$ cat config.mk
export PLATFORM = sky130hd
export DESIGN_NAME = instruction_cache_controller
export DESIGN_NICKNAME = d
export VERILOG_FILES = /design/src/rtl/instruction_cache_controller.sv
export SDC_FILE = /design/constraint.sdc
export NUM_CORES = 1
export LEC_CHECK = 0
export CAP_MARGIN = 20
export CORE_MARGIN = 1
export CORE_UTILIZATION = 39
export DETAILED_ROUTE_END_ITERATION = 16
export SLEW_MARGIN = 15
export SYNTH_ARGS = -nofsm -noshare
export SYNTH_HDL_FRONTEND = slang
export SYNTH_SLANG_ARGS = --single-unit
export TNS_END_PERCENT = 100
$ cat constraint.sdc
create_clock -name CLK -period 37.6 [get_ports CLK]
set_input_delay 7.52 -clock CLK [delete_from_list [all_inputs] [get_ports CLK]]
set_output_delay 7.52 -clock CLK [all_outputs]
set_load 0.1 [all_outputs]
$ cat src/rtl/instruction_cache_controller.sv
// Direct-mapped 8-line instruction cache with a single-block fill sequencer,
// deferred line flush and saturating hit/miss counters.
module instruction_cache_controller (
    input  logic         CLK,
    input  logic         RESET,
    input  logic         CPU_READ,
    input  logic [31:0]  CPU_ADDRESS,
    output logic [31:0]  CPU_READDATA,
    output logic         CPU_BUSYWAIT,
    input  logic         FLUSH,
    output logic         MEM_READ,
    output logic [27:0]  MEM_ADDRESS,
    input  logic [127:0] MEM_READDATA,
    input  logic         MEM_BUSYWAIT,
    output logic [15:0]  HIT_COUNT,
    output logic [15:0]  MISS_COUNT
);

    typedef enum logic [1:0] {
        S_IDLE,
        S_MEM_READ,
        S_UPDATE
    } state_t;

    state_t       state;
    logic [7:0]   valid;
    logic [24:0]  tags [8];
    logic [127:0] data [8];
    logic         flush_pending;
    logic         fill_done;

    logic [2:0]   index;
    logic [1:0]   offset;
    logic [24:0]  tag;
    logic         hit;
    logic         unused_addr_bits;

    assign index            = CPU_ADDRESS[6:4];
    assign offset           = CPU_ADDRESS[3:2];
    assign tag              = CPU_ADDRESS[31:7];
    assign unused_addr_bits = ^CPU_ADDRESS[1:0];

    assign hit          = valid[index] && (tags[index] == tag);
    assign CPU_READDATA = data[index][{offset, 5'd0} +: 32];

    always_comb begin
        CPU_BUSYWAIT = 1'b1;
        if (state == S_IDLE)
            CPU_BUSYWAIT = CPU_READ && !hit;
    end

    // Tag/data arrays carry no reset; a reset landing on UPDATE must not install the line.
    always_ff @(posedge CLK) begin
        if (!RESET && state == S_UPDATE) begin
            data[MEM_ADDRESS[2:0]] <= MEM_READDATA;
            tags[MEM_ADDRESS[2:0]] <= MEM_ADDRESS[27:3];
        end
    end

    always_ff @(posedge CLK) begin
        if (RESET) begin
            state         <= S_IDLE;
            valid         <= '0;
            flush_pending <= 1'b0;
            fill_done     <= 1'b0;
            MEM_READ      <= 1'b0;
            MEM_ADDRESS   <= '0;
            HIT_COUNT     <= '0;
            MISS_COUNT    <= '0;
        end else begin
            case (state)
                S_IDLE: begin
                    fill_done     <= 1'b0;
                    flush_pending <= 1'b0;
                    if (FLUSH || flush_pending)
                        valid <= '0;
                    // The access that completes a fill was already counted as a miss.
                    if (CPU_READ && hit && !fill_done && HIT_COUNT != '1)
                        HIT_COUNT <= HIT_COUNT + 16'd1;
                    if (CPU_READ && !hit) begin
                        state       <= S_MEM_READ;
                        MEM_READ    <= 1'b1;
                        MEM_ADDRESS <= CPU_ADDRESS[31:4];
                        if (MISS_COUNT != '1)
                            MISS_COUNT <= MISS_COUNT + 16'd1;
                    end
                end
                S_MEM_READ: begin
                    if (FLUSH)
                        flush_pending <= 1'b1;
                    if (!MEM_BUSYWAIT) begin
                        state    <= S_UPDATE;
                        MEM_READ <= 1'b0;
                    end
                end
                S_UPDATE: begin
                    if (FLUSH)
                        flush_pending <= 1'b1;
                    valid[MEM_ADDRESS[2:0]] <= 1'b1;
                    fill_done               <= 1'b1;
                    state                   <= S_IDLE;
                end
                default: begin
                    state    <= S_IDLE;
                    MEM_READ <= 1'b0;
                end
            endcase
        end
    end

endmodule

==> implementation parameters <==
Parameter                              Value

Critical path
  Critical path's slowest cell ... clkdlybuf4s50_1
  Worst Setup Path Type ... input port to output port
  Max stage delay on crit path ... 1.01 ns
  Arrival @ worst endpoint ... 12.63 ns
  Kind of launch point of the worst setup path ... input port
  Worst setup slack for register-to-register paths ... 33.70 ns
  CP max FO ... 55
  Critical Path Sink Type ... output port
  List of cells traversed by the critical path ... clkbuf_8 > buf_4 > buf_4 > mux4_2 > nand2_1 > nand2_1 > xor2_1 > nor4_4 > and4_1 > o21ai_0 > clkdlybuf4s50_1
  Required time reported for the critical path endpoint ... 30.08 ns

STA
  Endpoints failing setup ... 0
  Smallest hold slack ... 0.469 ns
  Clk_skew ... approximately 0.035 ns
  Highest clock frequency the design can meet ... 49.6 MHz
  Final period utilization ... 0.536
  Fin. max-slew vios ... 0
  Slew HR ... 0.205
  Min setup slack post-route ... 17.45 ns
  Transition at the pin with the smallest max-transition slack ... 1.19 ns
  Sum Neg Setup Slack ... 0 ns
  Time the worst path needs with I/O delays and setup ... roughly 20 ns
  Final Hold Viols ... 0
  Setup repair after global routing missed its margin ... false

Synthesis
  Number of enable flip-flop cells after synthesis ... roughly 1200
  Number of distinct standard cells referenced by the synthesized netlist ... 56
  Post-Syn Instances ... between 2000 and 2500
  Simple-gate share of the synthesized area ... 0.0217
  FF+latch count, synth ... between 1000 and 1500
  Warnings from Yosys ... 0
  Sequential-to-total area share from yosys stat ... 0.763
  Proportion of synthesized area in mux cells ... 0.179
  Main combinational cell family by area after synthesis ... multiplexers
  Synthesized-area fraction occupied by ao, oa, aoi and oai cells ... 0.0183
  Area share of xor/xnor cells in the synthesized design ... 0.00332
  Main synth FF type ... edfxtp_1
  Asr flop ratio synth ... 0
  Post-synthesis share of cell area spent on full adders, half adders and majority gates ... 0.00150
  Syn avg cell area ... 22.3 sq um
  Synthesized cell area ... 0.0501 sq mm
  Number of nets in the synthesized netlist ... 2420

Clocking
  Number of gates resized after cts ... 0
  Cell at the root of the clock tree ... clkbuf_16
  Total clock sinks ... 1297
  TritonCTS Buffers ... 139
  Maximum level of the CTS H-tree ... 4
  Post-CTS Repair Setup Buffers ... 0
  Worst-skew pair later-pin latency ... 0.76 ns
  Hold buffer count at CTS ... 0
  Clock-pin slew of the registers on the worst-case setup and hold paths ... 0.06 ns
  CTS tree ... yes
  Clk buf depth ... 3

Routing
  Number of optimization iterations in the first detailed-route pass ... 5
  DR WL/cell ... approximately 27 um
  Count of antenna-violating nets left after detailed routing ... 0
  Vias per Instance ... 5.48
  Violation count after the first detailed-route iteration ... 2002
  Routed Wire Length ... 116 mm
  Remaining design rule violation count ... 0
  Total via count after detailed routing ... between 20000 and 25000

Min path
  Hold/Removal Path Class ... register to register

Global route
  Total gr overflow ... 0
  Global Route Usage Sum ... 0.180
  Pin count of the biggest net entering global routing ... 103
  First-pass GRT wire length ... 170 mm
  Vias in the first global route ... 25192
  Number of antenna violations at the first check in global routing ... 18

Run
  Maximum capacitance violations ... 0

Floorplan
  Area enclosed by the die boundary ... about 0.13 sq mm
  Effective utilization at floorplan ... 0.393
  Cell row count ... between 100 and 150
  Die outline height ... 360 um
  Core ar. ... 0.128 sq mm
  Die X ... between 300 and 400 um
  Boundary Pins ... about 260

Placed design
  Worst slack at placement ... 17.33 ns
  Instance area after placement ... 0.0546 sq mm
  Count of input and output buffers ... 256
  Dpl hpwl ... 64.5 mm
  Gp weighted congestion ... 0.758

Final layout
  Share of the core filled with cells ... 0.463
  Layout Nets ... ~2700
  Commonest non-fill, non-tap cell in the layout ... edfxtp_1
  Non-Filler Cell Area, Final ... 0.0591 sq mm
  Area delta synth->final ... 18.0%
  Top library cells by usage in the layout, fill and taps aside ... edfxtp_1 (1224), mux4_2 (355), clkdlybuf4s50_1 (250)
  Share of post-route cells with drive strength above 1 ... 0.253

Power
  Worst voltage drop across the vdd grid ... 0.0347 mV
  Leakage Power ... about 18 nW
  Power density over the cells ... 53.4 mW/mm^2

Status
  Status ... finished clean
==> kinds of logic (layout without fill, tap and decap cells) <==
family | count (synthesis) | count (layout)
compound gates | 151 | 151
xor+xnor | 19 | 19
fa+ha+maj | 6 | 6
buf+inv | 131 | 559
flops | 1297 | 1297
mux | 447 | 447
other cells | 0 | 1
simple gates | 198 | 198
==> sequential cells by signal, summed over array words and instances, names as in the netlist <==
name           cells
state              2
MEM_ADDRESS       28
data            1024
fill_done          1
MISS_COUNT        16
MEM_READ           1
valid              8
HIT_COUNT         16
tags             200
flush_pending      1
==> where the power goes <==
part / leakage [nW] / switching, mW / internal [mW]
clock: 2.16 / 0.557 / 0.780
combinational: 4.60 / 0.139 / 0.0828
sequential: 11.6 / 0.00785 / 1.59
==> synth_stat cells (all sizes together), types with 9 or more instances <==
cell / count / area (sq um)
xor2: 11 / 96.3
mux2: 51 / 578
o21ai: 42 / 210
edfxtp: 1224 / 36800
nand2: 34 / 130
o31ai: 16 / 120
buf: 62 / 383
mux4: 355 / 8000
dfxtp: 73 / 1460
nand3: 48 / 240
nor2: 34 / 128
nor2b: 12 / 75.1
mux2i: 41 / 410
inv: 9 / 33.8
nor3: 9 / 45.0
clkbuf: 60 / 228
a21oi: 57 / 285
or4: 15 / 113
==> layout make-up <==
cell class,instances,area (sq um)
diodes,1,2.50
clock buffers,175,3710
clock inverters,71,761
fillers,10450,68400
inverters,9,33.8
multi-input cells,821,11300
flip-flops and latches,1297,38200
well taps,1662,2080
repair buffers,304,2990
==> per-layer routing <==
layer	vias up	global-route usage	part of all wire
met2	698	0.300	0.50
met5	-	0	0.00091
li1	10202	-	-
met4	18	0.0485	0.020
met3	165	0.0434	0.063
met1	12699	0.235	0.41
==> critical path: cells and delay by family <==
kind            cells  cell delay (ns)
compound gates      1             0.12
simple gates        4             1.08
buf+inv             4             3.16
xor+xnor            1             0.17
mux                 1             0.41
==> worst paths after layout <==
check	from	end	depth (start not counted)
max	CPU_ADDRESS[6]	CPU_BUSYWAIT	11
min	valid[4]	valid[4]	2
max reg2reg	state[0]	data[5][94]	6
min reg2reg	valid[4]	valid[4]	2
==> through the flow <==
stage	instances	power (mW)
2_1_floorplan	2249	1.77
3_3_place_gp	4089	1.85
3_5_place_dp	4092	1.85
4_1_cts	4338	3.19
5_1_grt	4340	3.26
6_report	4340	3.16
(Power assumes the default switching activity.)
